### src/rtl/alu_ctrl_stage.sv
`default_nettype none
// ============================================================================
//  Module   : alu_ctrl_stage
//  Purpose  : Registered multi-lane ALU-control decoder. Decodes LANES
//             instructions per bundle into ALU_operation_t codes, flags RV32M
//             ops and illegal encodings, and buffers the decoded bundle behind
//             a valid/ready handshake with a one-entry skid buffer so that
//             in_ready is a pure register output.
//  Ports    :
//    clk, rst            clock, synchronous active-high reset
//    flush               drop buffered bundles and the same-cycle input
//    in_valid/in_ready   input handshake (in_ready registered, = !skid full)
//    in_lane_valid       per-lane valid
//    in_insn             LANES x 32-bit instructions, lane i at [32i+31:32i]
//    in_alu_op           LANES x 2-bit alu_op from the main decoder
//    out_valid/out_ready output handshake
//    out_lane_valid      registered lane valids
//    out_insn            registered instruction pass-through
//    out_alu_operation   LANES x OP_W decoded operation
//    out_is_muldiv       lane is an RV32M op
//    out_md_funct3       funct3 of RV32M lanes, else 0
//    out_illegal         unsupported encoding
//    stall_cnt           saturating count of out_valid && !out_ready cycles
//  Revision : 1.0 - initial release
// ============================================================================
module alu_ctrl_stage #(
  parameter int LANES = 2,
  parameter int OP_W  = 4,
  parameter int CNT_W = 16
) (
  input  logic                  clk,
  input  logic                  rst,
  input  logic                  flush,
  input  logic                  in_valid,
  output logic                  in_ready,
  input  logic [LANES-1:0]      in_lane_valid,
  input  logic [LANES*32-1:0]   in_insn,
  input  logic [LANES*2-1:0]    in_alu_op,
  output logic                  out_valid,
  input  logic                  out_ready,
  output logic [LANES-1:0]      out_lane_valid,
  output logic [LANES*32-1:0]   out_insn,
  output logic [LANES*OP_W-1:0] out_alu_operation,
  output logic [LANES-1:0]      out_is_muldiv,
  output logic [LANES*3-1:0]    out_md_funct3,
  output logic [LANES-1:0]      out_illegal,
  output logic [CNT_W-1:0]      stall_cnt
);

  // ALU_operation_t encoding. alu_op values other than 2'b10 pass straight
  // through zero-extended, so add/sub must sit at 0/1.
  localparam logic [OP_W-1:0] c_ADD_ALU  = OP_W'(0);
  localparam logic [OP_W-1:0] c_SUB_ALU  = OP_W'(1);
  localparam logic [OP_W-1:0] c_AND_ALU  = OP_W'(2);
  localparam logic [OP_W-1:0] c_OR_ALU   = OP_W'(3);
  localparam logic [OP_W-1:0] c_XOR_ALU  = OP_W'(4);
  localparam logic [OP_W-1:0] c_SLL_ALU  = OP_W'(5);
  localparam logic [OP_W-1:0] c_SRL_ALU  = OP_W'(6);
  localparam logic [OP_W-1:0] c_SRA_ALU  = OP_W'(7);
  localparam logic [OP_W-1:0] c_SLT_ALU  = OP_W'(8);
  localparam logic [OP_W-1:0] c_SLTU_ALU = OP_W'(9);
  localparam logic [OP_W-1:0] c_LUI_ALU  = OP_W'(10);
  localparam logic [OP_W-1:0] c_NO_ALU   = OP_W'(15);

  localparam logic [6:0] c_OPC_R      = 7'b0110011;
  localparam logic [6:0] c_OPC_I      = 7'b0010011;
  localparam logic [6:0] c_OPC_LOAD   = 7'b0000011;
  localparam logic [6:0] c_OPC_STORE  = 7'b0100011;
  localparam logic [6:0] c_OPC_BRANCH = 7'b1100011;
  localparam logic [6:0] c_OPC_JALR   = 7'b1100111;
  localparam logic [6:0] c_OPC_JAL    = 7'b1101111;
  localparam logic [6:0] c_OPC_AUIPC  = 7'b0010111;
  localparam logic [6:0] c_OPC_LUI    = 7'b0110111;

  localparam logic [6:0] c_F7_BASE = 7'h00;
  localparam logic [6:0] c_F7_ALT  = 7'h20;
  localparam logic [6:0] c_F7_MD   = 7'h01;

  // Decoded bundle layout, MSB to LSB:
  //   lane_valid[L] | insn[32L] | op[OP_W*L] | is_muldiv[L] | md_f3[3L] | illegal[L]
  localparam int BW      = LANES * (1 + 32 + OP_W + 1 + 3 + 1);
  localparam int OFS_ILL = 0;
  localparam int OFS_F3  = OFS_ILL + LANES;
  localparam int OFS_MD  = OFS_F3 + 3 * LANES;
  localparam int OFS_OP  = OFS_MD + LANES;
  localparam int OFS_IN  = OFS_OP + OP_W * LANES;
  localparam int OFS_LV  = OFS_IN + 32 * LANES;

  // Reset image: everything zero except each lane's op, which reads noALU.
  localparam logic [BW-1:0] c_RST_BUNDLE =
    BW'({LANES{c_NO_ALU}}) << OFS_OP;

  // funct3 -> operation for the register/immediate arithmetic group
  function automatic logic [OP_W-1:0] base_op(input logic [2:0] f3);
    logic [OP_W-1:0] op;
    case (f3)
      3'd0:    op = c_ADD_ALU;
      3'd1:    op = c_SLL_ALU;
      3'd2:    op = c_SLT_ALU;
      3'd3:    op = c_SLTU_ALU;
      3'd4:    op = c_XOR_ALU;
      3'd5:    op = c_SRL_ALU;
      3'd6:    op = c_OR_ALU;
      default: op = c_AND_ALU;
    endcase
    return op;
  endfunction

  // Returns {illegal, is_muldiv, md_funct3[2:0], op[OP_W-1:0]}
  function automatic logic [OP_W+4:0] decode_lane(
    input logic        lv,
    input logic [31:0] insn,
    input logic [1:0]  alu_op
  );
    logic [6:0]      opc;
    logic [2:0]      f3;
    logic [6:0]      f7;
    logic [OP_W-1:0] op;
    logic            ill;
    logic            md;
    logic [2:0]      mf3;
    opc = insn[6:0];
    f3  = insn[14:12];
    f7  = insn[31:25];
    op  = c_NO_ALU;
    ill = 1'b0;
    md  = 1'b0;
    mf3 = 3'd0;
    if (!lv) begin
      op = c_NO_ALU;
    end else if (alu_op != 2'b10) begin
      op = OP_W'(alu_op);
    end else begin
      case (opc)
        c_OPC_R: begin
          if (f7 == c_F7_BASE) begin
            op = base_op(f3);
          end else if (f7 == c_F7_ALT) begin
            if (f3 == 3'd0)      op = c_SUB_ALU;
            else if (f3 == 3'd5) op = c_SRA_ALU;
            else                 ill = 1'b1;
          end else if (f7 == c_F7_MD) begin
            md  = 1'b1;
            mf3 = f3;
          end else begin
            ill = 1'b1;
          end
        end
        c_OPC_I: begin
          // Only the shift-immediates constrain the upper immediate bits.
          if (f3 == 3'd1) begin
            if (f7 == c_F7_BASE) op = c_SLL_ALU;
            else                 ill = 1'b1;
          end else if (f3 == 3'd5) begin
            if (f7 == c_F7_BASE)     op = c_SRL_ALU;
            else if (f7 == c_F7_ALT) op = c_SRA_ALU;
            else                     ill = 1'b1;
          end else begin
            op = base_op(f3);
          end
        end
        c_OPC_LOAD, c_OPC_STORE, c_OPC_JALR,
        c_OPC_JAL, c_OPC_AUIPC:  op = c_ADD_ALU;
        c_OPC_BRANCH:            op = c_SUB_ALU;
        c_OPC_LUI:               op = c_LUI_ALU;
        default:                 ill = 1'b1;
      endcase
    end
    return {ill, md, mf3, op};
  endfunction

  // ---------------------------------------------------------------------------
  // Input-side decode
  // ---------------------------------------------------------------------------
  logic [BW-1:0]          w_dec_bundle;
  logic [LANES*OP_W-1:0]  w_op;
  logic [LANES-1:0]       w_md;
  logic [LANES*3-1:0]     w_f3;
  logic [LANES-1:0]       w_ill;

  always_comb begin
    logic [OP_W+4:0] d;
    w_op  = '0;
    w_md  = '0;
    w_f3  = '0;
    w_ill = '0;
    d     = '0;
    for (int i = 0; i < LANES; i++) begin
      d = decode_lane(in_lane_valid[i], in_insn[32*i +: 32], in_alu_op[2*i +: 2]);
      w_op[OP_W*i +: OP_W] = d[OP_W-1:0];
      w_f3[3*i +: 3]       = d[OP_W+2:OP_W];
      w_md[i]              = d[OP_W+3];
      w_ill[i]             = d[OP_W+4];
    end
  end

  assign w_dec_bundle = {in_lane_valid, in_insn, w_op, w_md, w_f3, w_ill};

  // ---------------------------------------------------------------------------
  // Output register + skid buffer
  // ---------------------------------------------------------------------------
  logic          r_out_valid;
  logic [BW-1:0] r_out_data;
  logic          r_skid_valid;
  logic [BW-1:0] r_skid_data;
  logic          r_in_ready;
  logic [CNT_W-1:0] r_stall_cnt;

  logic          w_accept;
  logic          w_fire;
  logic          w_nxt_out_valid;
  logic [BW-1:0] w_nxt_out_data;
  logic          w_nxt_skid_valid;
  logic [BW-1:0] w_nxt_skid_data;

  assign w_accept = in_valid && r_in_ready && !flush;
  assign w_fire   = r_out_valid && out_ready;

  always_comb begin
    w_nxt_out_valid  = r_out_valid;
    w_nxt_out_data   = r_out_data;
    w_nxt_skid_valid = r_skid_valid;
    w_nxt_skid_data  = r_skid_data;
    if (flush) begin
      w_nxt_out_valid  = 1'b0;
      w_nxt_skid_valid = 1'b0;
    end else if (!r_out_valid || w_fire) begin
      // Output slot frees up: the skid entry is older than any new input.
      // While the skid is full in_ready is low, so no accept can collide.
      if (r_skid_valid) begin
        w_nxt_out_valid  = 1'b1;
        w_nxt_out_data   = r_skid_data;
        w_nxt_skid_valid = 1'b0;
      end else if (w_accept) begin
        w_nxt_out_valid = 1'b1;
        w_nxt_out_data  = w_dec_bundle;
      end else begin
        w_nxt_out_valid = 1'b0;
      end
    end else if (w_accept) begin
      w_nxt_skid_valid = 1'b1;
      w_nxt_skid_data  = w_dec_bundle;
    end
  end

  always_ff @(posedge clk) begin
    if (rst) begin
      r_out_valid  <= 1'b0;
      r_out_data   <= c_RST_BUNDLE;
      r_skid_valid <= 1'b0;
      r_skid_data  <= '0;
      r_in_ready   <= 1'b1;
    end else begin
      r_out_valid  <= w_nxt_out_valid;
      r_out_data   <= w_nxt_out_data;
      r_skid_valid <= w_nxt_skid_valid;
      r_skid_data  <= w_nxt_skid_data;
      r_in_ready   <= !w_nxt_skid_valid;
    end
  end

  // Stall counter survives flush; only rst clears it.
  always_ff @(posedge clk) begin
    if (rst) begin
      r_stall_cnt <= '0;
    end else if (r_out_valid && !out_ready && (r_stall_cnt != {CNT_W{1'b1}})) begin
      r_stall_cnt <= r_stall_cnt + 1'b1;
    end
  end

  // ---------------------------------------------------------------------------
  // Outputs
  // ---------------------------------------------------------------------------
  assign in_ready          = r_in_ready;
  assign out_valid         = r_out_valid;
  assign stall_cnt         = r_stall_cnt;
  assign out_lane_valid    = r_out_data[OFS_LV +: LANES];
  assign out_insn          = r_out_data[OFS_IN +: 32*LANES];
  assign out_alu_operation = r_out_data[OFS_OP +: OP_W*LANES];
  assign out_is_muldiv     = r_out_data[OFS_MD +: LANES];
  assign out_md_funct3     = r_out_data[OFS_F3 +: 3*LANES];
  assign out_illegal       = r_out_data[OFS_ILL +: LANES];

endmodule
`default_nettype wire

### config.mk
export PLATFORM = sky130hd
export DESIGN_NAME = alu_ctrl_stage
export DESIGN_NICKNAME = d
export VERILOG_FILES = /design/src/rtl/alu_ctrl_stage.sv
export SDC_FILE = /design/constraint.sdc
export NUM_CORES = 1
export LEC_CHECK = 0
export ABC_AREA = 1
export BUFFER_PORTS_ARGS = -buffer_cell sky130_fd_sc_hd__clkbuf_2
export CAP_MARGIN = 25
export CORE_UTILIZATION = 50
export CTS_CLUSTER_DIAMETER = 50
export DETAILED_ROUTE_END_ITERATION = 10
export GPL_TIMING_DRIVEN = 0
export PLACE_DENSITY_LB_ADDON = 0.08
export SYNTH_ARGS = -nofsm -noshare
export SYNTH_HDL_FRONTEND = slang
export SYNTH_SLANG_ARGS = --single-unit
### constraint.sdc
create_clock -name clk -period 3.5 [get_ports clk]
set_clock_uncertainty 0.1 [all_clocks]
set_input_delay 0.525 -clock clk [delete_from_list [all_inputs] [get_ports clk]]
set_output_delay 0.525 -clock clk [all_outputs]
set_load 0.02 [all_outputs]
Yosys cells after proc, flatten, opt, wreduce, memory -nomap -nowiden
Index checks and enable logic that the tools add are counted.
- $add $sub $neg: 1
- equal/unequal tests: 37
- muxes and demuxes: 85
- bitwise gates (word level): 2
- reductions and logical operators: 22
- operator list (operator ; count):
    $mux W84 ; 2
    $mux W4 ; 22
    $pmux W4 S5 ; 4
    $eq A7 B6 Y1 const B ; 8
    $pmux W4 S7 ; 2
    $eq A7 B7 Y1 const B ; 6
    $mux W1 ; 41
    $mux W3 ; 12
    $eq A7 B5 Y1 const B ; 4
    $eq A3 B3 Y1 const B ; 6
    $add A16 B1 Y16 const B ; 1
    $ne A16 B16 Y1 const B ; 1
    $eq A7 B1 Y1 const B ; 2
    $eq A7 B2 Y1 const B ; 2
    $logic_not A7 Y1 ; 2
    $reduce_or A7 Y1 ; 2
    $eq A3 B2 Y1 const B ; 4
    $reduce_or A5 Y1 ; 2
    $eq A3 B1 Y1 const B ; 2
    $logic_not A3 Y1 ; 2
    $pmux W1 S3 ; 2
    $reduce_and A3 Y1 ; 2
    $logic_and A1 B1 Y1 ; 5
    $logic_not A1 Y1 ; 4
    5 further kinds ; 7
- bits in registers: 187
- output and inout port bits: 102
- logic and storage cells: 153

Depth between registers and ports, before layout
Gate-level depths: netlist of run 1.
- word-level depth: 10
- depth in mapped cells: 13

Worst setup path before layout of run 1
No wires, ideal clock.
- kind: register -> register
- start: register r_stall_cnt[0], in the netlist stall_cnt[0]
- end: register r_stall_cnt[7], in the netlist stall_cnt[7]
- setup time: 0.132 ns
- arrival: 1.480 ns
- path slack: 1.788 ns
- cell stages (with the launch flop): 10
- clock period less this slack: 1.712 ns
- cells stage by stage: dfxtp_1 ha_1 nand3_1 nor3_2 nand3_1 nand2_2 buf_6 nor2_4 o21ai_0 a21oi_1
- cells in the longest elaborated chain, start to end: 2
- elaborated cells between the ends (all ways): 3
- ends and longest elaborated chain (what ; RTL line ; text):
    start: declaration ; 207 ; logic [CNT_W-1:0] r_stall_cnt;
    start signal: assignment ; 267 ; r_stall_cnt <= r_stall_cnt + 1'b1;
    parallel branches: the longest is 2 deep, another holds $add A16 B1 Y16 ; -- ;
Several ways; the timed one is not identified.
A chain may end at the register's enable or synchronous reset.

Worst setup path in the final report of run 1
- start: register r_in_ready, in the netlist in_ready
- end: register r_out_data[77]
- cells in the longest elaborated chain, start to end: 4
- ends and longest elaborated chain (what ; RTL line ; text):
    start: declaration ; 206 ; logic r_in_ready;
    start signal: assignment ; 258 ; r_in_ready <= !w_nxt_skid_valid;
    $logic_and A1 B1 Y1 (2 in series) ; 216 ; assign w_accept = in_valid && r_in_ready && !flush;
    $reduce_bool A2 Y1 (no line) ; -- ;
    $reduce_and A3 Y1 (no line) ; -- ;
    end signal: assignment ; 249 ; r_out_data <= c_RST_BUNDLE;
    end signal: assignment ; 255 ; r_out_data <= w_nxt_out_data;
    end: declaration ; 203 ; logic [BW-1:0] r_out_data;
No other way between the ends.

==> results of run 1 <==
==> sequential cells by signal, indices dropped and copies added (netlist names) <==
register,count
out_valid,1
r_skid_data,84
r_out_data,84
r_skid_valid,1
stall_cnt,16
in_ready,1
==> layer usage <==
| layer | GRT usage | wire, um | vias up | part of all wire |
|---|---|---|---|---|
| li1 | - | - | 4335 | - |
| met1 | 0.386 | 11000 | 4050 | 0.45 |
| met2 | 0.470 | 11500 | 281 | 0.47 |
| met3 | 0.0519 | 1600 | 34 | 0.065 |
| met4 | 0.0846 | 399 | 0 | 0.016 |
| met5 | 0 | 0 | - | 0 |
==> worst min-delay path by stage <==
stage | startpoint | endpoint | slack [ps] | cells past startpoint
2_1_floorplan | r_skid_data[82]$_SDFFE_PP0P_ | r_skid_data[82]$_SDFFE_PP0P_ | 350 | 2
3_3_place_gp | r_skid_data[82]$_SDFFE_PP0P_ | r_skid_data[82]$_SDFFE_PP0P_ | 350 | 2
3_5_place_dp | r_out_data[11]$_SDFFE_PP1P_ | r_out_data[11]$_SDFFE_PP1P_ | 360 | 2
4_1_cts | flush | out_valid$_SDFFE_PP0P_ | 190 | 2
5_1_grt | flush | out_valid$_SDFFE_PP0P_ | 210 | 2
6_report | flush | out_valid$_SDFFE_PP0P_ | 200 | 2
==> layout make-up <==
type                            count  area [sq um]  share of cell area
Tap cell                          220           275              0.0270
Clock inverter                     12           114              0.0112
Sequential cell                   187          3740               0.368
Multi-Input combinational cell    851          4070               0.400
Clock buffer                       20           467              0.0458
Inverter                           77           290              0.0285
Buffer                             73           348              0.0342
Timing Repair Buffer              174           871              0.0855
==> logic make-up after synthesis <==
group	synth area share
AO/OA/AOI/OAI	0.202
XOR/XNOR	0.00207
adder cells (fa/ha/maj)	0.00148
buffers and inverters	0.0755
flip-flops	0.443
AND/OR/NAND/NOR	0.276
==> power breakdown <==
| group | switching (mW) | leakage (nW) | internal (mW) | total [mW] |
|---|---|---|---|---|
| Sequential | 0.0292 | 1.52 | 2.18 | 2.21 |
| Clock | 0.855 | 0.275 | 1.04 | 1.90 |
| Combinational | 0.291 | 2.90 | 0.140 | 0.431 |
==> through the flow <==
step / std cells / hold WS [ps] / worst slack, ps
after floorplan: 1188 / 345 / 1790
after global placement: 1582 / 353 / 1380
after detailed placement: 1582 / 358 / 1390
after CTS: 1614 / 191 / 1640
after global routing: 1614 / 210 / 1480
final: 1614 / 202 / 1620
==> cells in the final DEF, fill, tap and decap left out, types with 9 or more instances in the layout <==
master / instances
clkbuf_2: 174
nor3_1: 13
inv_2: 11
nor2_2: 15
clkbuf_1: 28
dfxtp_1: 187
o21ai_0: 146
clkbuf_16: 17
o21ai_1: 9
inv_1: 65
nand3_1: 39
nand2_1: 260
nand2_2: 11
a31oi_1: 60
nor2_1: 163
buf_2: 41
a21oi_1: 81
==> flow_metrics.py, run 1 <==
metrics = {
    "finish": {
        "final_util": 0.616,
        "drive_gt1_frac": 0.227,
        "fin_nets": 1457,
        "area_delta_synth_final_pct": 20.4,
        "antenna_cells": 0,
        "num-fill-cells": 1630,
        "design_area_sq_um": 10200,
    },
    "critical_path": {
        "start_kind": "flip-flop",
        "r2r_start": "in_ready$_SDFF_PP1_",
        "setup.worst_path.end": "r_out_data[77]$_SDFFE_PP0P_",
        "critPathBufInv": 4,
        "slowest_stage": "dfxtp_1",
        "path_class": "reg2reg",
        "path_depth": 9,
        "crit_family": "buffers and inverters",
        "crit_fanout": 10,
        "worstPathCellList": "nand2_1 > nor2_2 > nor2_1 > inv_2 > nand3_2 > inv_2 > buf_6 > buf_2 > a31oi_1",
        "critPathMostFrequentCell": "inv_2",
        "rrSetupSlack_ps": 1620,
        "r2r_end": "r_out_data[77]$_SDFFE_PP0P_",
        "slowest_delay_ps": 330,
        "crit_start": "in_ready$_SDFF_PP1_",
        "cp.arrival_ps": 2080,
        "critical_path_required_ps": 3700,
        "rr_worst_depth": 9,
        "endpoint_kind": "flip-flop",
    },
    "global_route": {
        "grt_pass1_vias": 7995,
        "grt_pass1_wl_um": 40200,
        "grtUsageTotal": 0.287,
        "antenna_found_initial": 0,
        "overflow": 0,
        "grt_max_degree": 17,
    },
    "placed_design": {
        "place_area_sq_um": 9600,
        "place.port_buffers": 174,
        "globalplace.congestion": 0.940,
        "dp_hpwl_um": 17700,
    },
    "routing": {
        "vias_per_cell": 5.39,
        "drt_wl_total_um": 24500,
        "drt-initial-drc-count": 519,
        "vias": 8700,
        "drc": 0,
        "wire_per_inst_um": 15.2,
        "drt_first_pass_iters": 5,
        "final_antenna_net_count": 0,
    },
    "die": {
        "die_height_um": 132,
        "rows": 47,
        "fp.dieW_um": 132,
        "dieArea_sq_um": 17400,
        "coreArea_sq_um": 16500,
        "ioPinCount": 177,
        "initial_core_util": 0.512,
    },
    "synth": {
        "ys_top_cells_by_area": "dfxtp_1 (44%), nand2_1 (12%), o21ai_0 (8.6%)",
        "ys_seq_area_frac": 0.443,
        "synth.avg_cell_area_sq_um": 7.12,
        "netlist_instances": 1188,
        "synth-seq-cells": 187,
        "synth-async-reset-ratio": 0,
        "synthesis.area_sq_um": 8450,
        "yosysUniqueCellTypes": 38,
        "syn_nets": 1264,
        "synth_edf_count": 0,
        "synthTopCellsByCount": "nand2_1 (260), dfxtp_1 (187), nor2_1 (163), o21ai_0 (146), a21oi_1 (81)",
        "synth_area_leader_cell": "dfxtp_1",
        "synth_warnings": 0,
        "yosysMostFrequentCell": "nand2_1",
        "synth_ff_type": "dfxtp_1",
        "yosysTopAreaCellShare": 0.443,
    },
    "sta": {
        "grt_setup_unrepaired": "no",
        "period_needed_ps": 1880,
        "max_freq_mhz": 532,
        "finalSetupTns_ps": 0,
        "drv_slew": 0,
        "min_period_over_period": 0.537,
        "maxSlewHeadroom": 0.551,
        "setup_viol": 0,
        "hold_viol": 0,
        "worstMarginPinSlew_ps": 673,
    },
    "power": {
        "power.leakage_nw": 4.69,
        "power_mw": 4.54,
        "p_per_area_nw_per_um2": 446,
        "ir_drop_v": 0.000343,
    },
    "cts": {
        "htreeDepth": 4,
        "clock_path_buffers": 2,
        "clock_sinks": 187,
        "numCtsBuffers": 17,
        "postCtsSetupRepairBufs": 0,
        "root_buffer": "clkbuf_16",
        "cts.clk_slew.worst_paths_ps": 70,
        "cts_resized": 0,
        "clk_latency_ps": 430,
        "cts_hold_buffers": 0,
        "cts_tree": "built",
    },
    "flow_run": {
        "drv_cap": 0,
    },
    "status": {
        "status": "completed",
    },
    "min_path": {
        "hold_path.class": "in2reg",
    },
}
No activity file was read; power rests on OpenSTA's default activity.
==> run 2: changes to the inputs <==
--- a/config.mk
+++ b/config.mk
@@ -5,7 +5,7 @@
 export SDC_FILE = /design/constraint.sdc
 export NUM_CORES = 1
 export LEC_CHECK = 0
-export ABC_AREA = 1
+export ABC_AREA = 0
 export BUFFER_PORTS_ARGS = -buffer_cell sky130_fd_sc_hd__clkbuf_2
 export CAP_MARGIN = 25
 export CORE_UTILIZATION = 50
==> constraint.sdc (replaced) <==
create_clock -name clk -period 2 [get_ports clk]
set_clock_uncertainty 0.1 [all_clocks]
set_input_delay 0.3 -clock clk [delete_from_list [all_inputs] [get_ports clk]]
set_output_delay 0.3 -clock clk [all_outputs]
set_load 0.02 [all_outputs]
==> run 2 against run 1 <==
  * The run now ends with negative setup slack left
  * Worst setup slack worse by 1700 ps
  * Utilization up 3.1 points
  * Clock power up 72%
  * Global-route usage down 1.8 points
  * Register-to-register slack worse by 1500 ps
  * Non-clock buffer count up 28
  * Flip-flop and latch count unchanged
  * Critical path depth down 2
  * Largest power group unchanged
  * Highest routed layer unchanged
==> flow_metrics.py, run 2 <==
metrics = {
    "routing": {
        "drt-initial-drc-count": 529,
        "final_antenna_net_count": 0,
        "vias_per_cell": 5.51,
        "met2WireLength_um": 10100,
        "dr_wl_met3_um": 1550,
        "drt_first_pass_iters": 5,
        "vias": 7797,
        "highest_layer": "met4",
        "drc": 0,
        "wire_per_inst_um": 15.8,
        "met1_length_um": 10400,
        "drt_wl_total_um": 22400,
    },
    "critical_path": {
        "path_class": "in2reg",
        "crit_start": "in_insn[59]",
        "r2r_end": "r_skid_data[77]$_SDFFE_PP0P_",
        "rrSetupSlack_ps": 120,
        "critical_path_required_ps": 2210,
        "start_kind": "input pin",
        "cp.arrival_ps": 2260,
        "r2r_start": "out_valid$_SDFFE_PP0P_",
        "endpoint_kind": "flip-flop",
        "crit_fanout": 5,
        "rr_worst_depth": 6,
    },
    "synth": {
        "ys_top_cells_by_area": "dfxtp_1 (46%), mux2i_1 (8.2%), a211oi_1 (7.3%)",
        "netlist_instances": 972,
        "yosysTopAreaCellShare": 0.462,
        "synth_area_leader_cell": "dfxtp_1",
        "synth_ff_type": "dfxtp_1",
        "synth-seq-cells": 187,
        "synthesis.area_sq_um": 8100,
        "synth_edf_count": 0,
        "synthTopCellsByCount": "dfxtp_1 (187), nand2_1 (158), nor2_1 (120), a21oi_1 (94), a211oi_1 (79)",
        "synth-async-reset-ratio": 0,
        "yosysMostFrequentCell": "dfxtp_1",
        "yosysUniqueCellTypes": 57,
        "synth_warnings": 0,
        "synth.avg_cell_area_sq_um": 8.34,
        "syn_nets": 1048,
        "ys_seq_area_frac": 0.462,
    },
    "cts": {
        "clk_latency_ps": 430,
        "htreeDepth": 4,
        "root_buffer": "clkbuf_16",
        "clock_path_buffers": 2,
        "numCtsBuffers": 17,
        "cts_tree": "built",
        "clock_sinks": 187,
        "cts.clk_slew.worst_paths_ps": 70,
    },
    "min_path": {
        "hold_start": "in_insn[9]",
        "holdPathEnd": "r_skid_data[27]$_SDFFE_PP0P_",
        "hold_path.class": "in2reg",
        "whs_path_depth": 3,
    },
    "finish": {
        "most-common-layout-cells": "clkbuf_2 (184), dfxtp_1 (184), nand2_1 (158), nor2_1 (117), a21oi_1 (93)",
        "stdcell_count": 1414,
        "fin_nets": 1263,
        "area_delta_synth_final_pct": 26.3,
        "drive_gt1_frac": 0.212,
        "num-fill-cells": 1405,
        "antenna_cells": 0,
    },
    "placed_design": {
        "pre_cts_ws_ps": -1350,
        "place.port_buffers": 168,
        "dp.cells": 1356,
        "dp_hpwl_um": 15900,
        "globalplace.congestion": 0.887,
    },
    "sta": {
        "hold_viol": 0,
        "maxSlewHeadroom": 0.489,
        "drv_slew": 0,
        "period_needed_ps": 2050,
        "setup_viol": 1,
        "max_freq_mhz": 489,
        "min_period_over_period": 1.02,
        "worstMarginPinSlew_ps": 766,
        "worst_slack_ps": -46.3,
        "grt_setup_unrepaired": "yes",
    },
    "power": {
        "p_per_area_nw_per_um2": 801,
        "ir_drop_v": 0.000623,
        "power.leakage_nw": 3.82,
    },
    "status": {
        "violations": "negative setup slack",
        "status": "complete, but fails checks",
    },
    "die": {
        "dieArea_sq_um": 16700,
        "die_height_um": 129,
        "coreArea_sq_um": 15800,
        "fp.dieW_um": 129,
        "initial_core_util": 0.512,
        "rows": 46,
        "ioPinCount": 177,
    },
    "flow_run": {
        "drv_cap": 0,
    },
    "global_route": {
        "grt_pass1_vias": 6775,
        "antenna_found_initial": 0,
        "grtUsageTotal": 0.270,
        "overflow": 0,
        "grt_max_degree": 17,
        "grt_pass1_wl_um": 35200,
    },
}
-- run 2: per-layer routing --
layer / vias to the layer above / track usage
met2: 254 / 0.410
li1: 3872 / -
met3: 27 / 0.0648
met1: 3644 / 0.380
met5: - / 0
met4: 0 / 0.0768
-- run 2: cells by family after synthesis --
group	share of synthesized area
muxes	0.0815
buffers and inverters	0.0400
and+or+nand+nor	0.207
xor gates and xnor gates	0.0140
adders and majority gates	0.00154
DFF	0.462
AOI/OAI and AO/OA	0.194
-- run 2: how the worst max path moves through the flow --
stage	to	slack [ps]	cells after the start
after floorplan	r_out_data[15]$_SDFFE_PP1P_	-240	6
after global routing	r_out_data[15]$_SDFFE_PP1P_	-70	7
final	r_out_data[15]$_SDFFE_PP1P_	-50	7
after CTS	r_out_data[15]$_SDFFE_PP1P_	-20	7
after global placement	r_out_data[16]$_SDFFE_PP1P_	-1330	7
after detailed placement	r_out_data[16]$_SDFFE_PP1P_	-1350	7
-- run 2: final cells by class --
class,instances,area [sq um],area share
multi-input cells,699,4150,0.406
repair buffers,198,1140,0.111
clock buffers,23,468,0.0457
clock inverters,7,91.3,0.00893
well taps,216,270,0.0264
inverters,7,26.3,0.00257
flip-flops and latches,187,3750,0.366
plain buffers,77,334,0.0326
-- run 2: critical path, cell delays in order --
cell and delay [ps]:
buf_6 90, or4_4 580, nor3_4 140, or4b_1 450, a311o_1 370, a221oi_2 230, o21bai_1 90
-- run 2: report_power, final --
group          switching (mW)  total (mW)  internal, mW
combinational           0.636       0.998         0.362
sequential             0.0662        3.92          3.86
clock                    1.38        3.27          1.89
-- run 2: repair_timing --
| item | in CTS | in global routing |
|---|---|---|
| cloned | 0 | 0 |
| endpoints found under the setup margin | 168 | 107 |
| pin swaps | 1 | 4 |
| setup buffers | 2 | 6 |
| resized for setup | 25 | 38 |
| endpoints found under the hold margin | 22 | 0 |
| hold buffers | 22 | 0 |
-- run 2: metrics by stage --
stage	instance area, sq um	hold slack [ps]	util	power [mW]	setup TNS, ps
final	10200	11.8	0.647	8.19	-46.3
after detailed placement	9230	346	0.583	4.94	-126860
after global placement	9230	341	0.583	4.93	-125690
after floorplan	8120	278	-	4.57	-658
after global routing	10200	5.49	0.647	8.50	-103
after CTS	10100	0.877	0.637	8.22	-20.5
==> run 3: changes to the inputs <==
--- a/config.mk
+++ b/config.mk
@@ -6,7 +6,7 @@
 export NUM_CORES = 1
 export LEC_CHECK = 0
 export ABC_AREA = 0
-export BUFFER_PORTS_ARGS = -buffer_cell sky130_fd_sc_hd__clkbuf_2
+export BUFFER_PORTS_ARGS = -buffer_cell sky130_fd_sc_hd__buf_2
 export CAP_MARGIN = 25
 export CORE_UTILIZATION = 50
 export CTS_CLUSTER_DIAMETER = 50
==> run 3 against run 2 <==
  * The flow still finishes with violations (negative setup slack)
  * Total power increased by 1.8%
  * Critical path depth did not move
  * Non-clock buffer count shrank 26
  * First-iteration DRC count down 11%
  * Sequential power barely moved
  * Register-to-register slack worse by 50 ps
  * Combinational power is 3.3% lower
  * Sequential share of layout area is 0.91 points higher
  * Maximum frequency is 0.89% higher
  * Worst hold slack better by 3.5 ps
  * Critical endpoint unchanged
  * Count of clock-buffer cells in the layout down 2
  * Routed wire length fell by 0.15%
==> flow_metrics.py, run 3 (synthesis gave the netlist of run 2 again) <==
metrics = {
    "power": {
        "p_per_area_nw_per_um2": 835,
        "ir_drop_v": 0.000624,
        "power.leakage_nw": 3.76,
        "power_mw": 8.34,
    },
    "routing": {
        "final_antenna_net_count": 0,
        "drt_first_pass_iters": 5,
        "drc": 0,
        "vias": 7782,
        "drt-initial-drc-count": 473,
        "wire_per_inst_um": 16.1,
        "drt_wl_total_um": 22300,
        "vias_per_cell": 5.60,
    },
    "die": {
        "rows": 46,
        "ioPinCount": 177,
        "die_height_um": 129,
        "initial_core_util": 0.512,
        "fp.dieW_um": 129,
        "coreArea_sq_um": 15800,
        "dieArea_sq_um": 16700,
    },
    "placed_design": {
        "place.port_buffers": 168,
        "pre_cts_ws_ps": -1310,
        "dp_hpwl_um": 15800,
        "globalplace.congestion": 0.868,
    },
    "sta": {
        "worst_slack_ps": -28.4,
        "setup_viol": 1,
        "drv_slew": 0,
        "max_freq_mhz": 493,
        "period_needed_ps": 2030,
        "worstMarginPinSlew_ps": 776,
        "hold_viol": 0,
        "min_period_over_period": 1.01,
        "grt_setup_unrepaired": "yes",
        "maxSlewHeadroom": 0.482,
    },
    "cts": {
        "clk_latency_ps": 430,
        "cts_tree": "built",
        "clock_path_buffers": 2,
        "numCtsBuffers": 17,
        "clock_sinks": 187,
        "root_buffer": "clkbuf_16",
        "htreeDepth": 4,
        "cts.clk_slew.worst_paths_ps": 70,
    },
    "min_path": {
        "hold_start": "in_insn[16]",
        "hold_path.class": "in2reg",
    },
    "finish": {
        "drive_gt1_frac": 0.210,
        "most-common-layout-cells": "dfxtp_1 (184), buf_2 (170), nand2_1 (158), nor2_1 (119), a21oi_1 (94)",
        "num-fill-cells": 1420,
        "final_common_cell": "dfxtp_1",
        "antenna_cells": 0,
        "fin_nets": 1237,
        "area_delta_synth_final_pct": 23.2,
    },
    "critical_path": {
        "critical_path_required_ps": 2220,
        "path_class": "in2reg",
        "rrSetupSlack_ps": 70,
        "crit_fanout": 5,
        "start_kind": "input pin",
        "rr_worst_depth": 6,
        "setup.worst_path.end": "r_out_data[15]$_SDFFE_PP1P_",
        "crit_start": "in_insn[59]",
        "endpoint_kind": "flip-flop",
        "r2r_start": "out_valid$_SDFFE_PP0P_",
        "r2r_end": "r_skid_data[1]$_SDFFE_PP0P_",
        "cp.arrival_ps": 2240,
    },
    "status": {
        "violations": "negative setup slack",
        "status": "complete, but fails checks",
    },
    "global_route": {
        "grtUsageTotal": 0.268,
        "overflow": 0,
        "grt_pass1_vias": 6822,
        "grt_pass1_wl_um": 35000,
        "grt_max_degree": 17,
        "antenna_found_initial": 0,
    },
    "flow_run": {
        "drv_cap": 0,
    },
}
run 3: stage by stage:
| step | std cells | setup TNS [ps] | hold slack, ps | utilization | cell area [sq um] |
|---|---|---|---|---|---|
| 2_1_floorplan | 972 | -658 | 278 | - | 8120 |
| 3_3_place_gp | 1356 | -125860 | 339 | 0.583 | 9230 |
| 3_5_place_dp | 1356 | -127410 | 346 | 0.583 | 9230 |
| 4_1_cts | 1388 | -20.7 | 7.69 | 0.626 | 9910 |
| 5_1_grt | 1389 | -149 | 13.4 | 0.631 | 9990 |
| 6_report | 1389 | -28.4 | 15.3 | 0.631 | 9990 |
run 3: layout make-up:
class | count | area [sq um] | area share
repair buffers | 173 | 893 | 0.0895
inverters | 7 | 26.3 | 0.00263
clock inverters | 10 | 140 | 0.0140
plain buffers | 76 | 327 | 0.0327
flip-flops and latches | 187 | 3750 | 0.376
multi-input cells | 699 | 4130 | 0.413
well taps | 216 | 270 | 0.0271
clock buffers | 21 | 450 | 0.0451
run 3: worst max-delay path: stages:
cell and delay, ps:
buf_6 90, or4_4 580, nor3_4 130, or4b_1 450, a311o_1 370, a221oi_2 220
o21bai_1 90
run 3: routing by layer:
layer  track usage  vias up  routed length (um)
met2         0.414      281               10100
met1         0.376     3650               10500
met3        0.0504       34                1440
met5             0        -                   0
li1              -     3817                   -
met4        0.0920        0                 373
run 3: timing repair:
item | 4_1_cts | 5_1_grt
pin swaps | 1 | 2
gates resized for setup | 26 | 30
hold buffers | 1 | 0
buffers inserted | 2 | 2
endpoints found under the setup margin | 168 | 86
hold endpoints to repair | 1 | 0
run 3: power by group:
part | internal (mW) | leakage, nW | total [mW] | switching (mW)
Combinational | 0.335 | 1.95 | 0.965 | 0.630
Sequential | 3.85 | 1.52 | 3.92 | 0.0622
Clock | 2.00 | 0.292 | 3.46 | 1.45
run 3: how the worst min path moves through the flow:
stage,to,slack [ps],cells after the start
after floorplan,out_valid$_SDFFE_PP0P_,280,1
after global placement,r_out_data[11]$_SDFFE_PP1P_,340,2
after detailed placement,r_out_data[11]$_SDFFE_PP1P_,350,2
after CTS,r_skid_data[34]$_SDFFE_PP0P_,8,3
after global routing,r_skid_data[57]$_SDFFE_PP0P_,10,3
final,r_skid_data[34]$_SDFFE_PP0P_,20,3
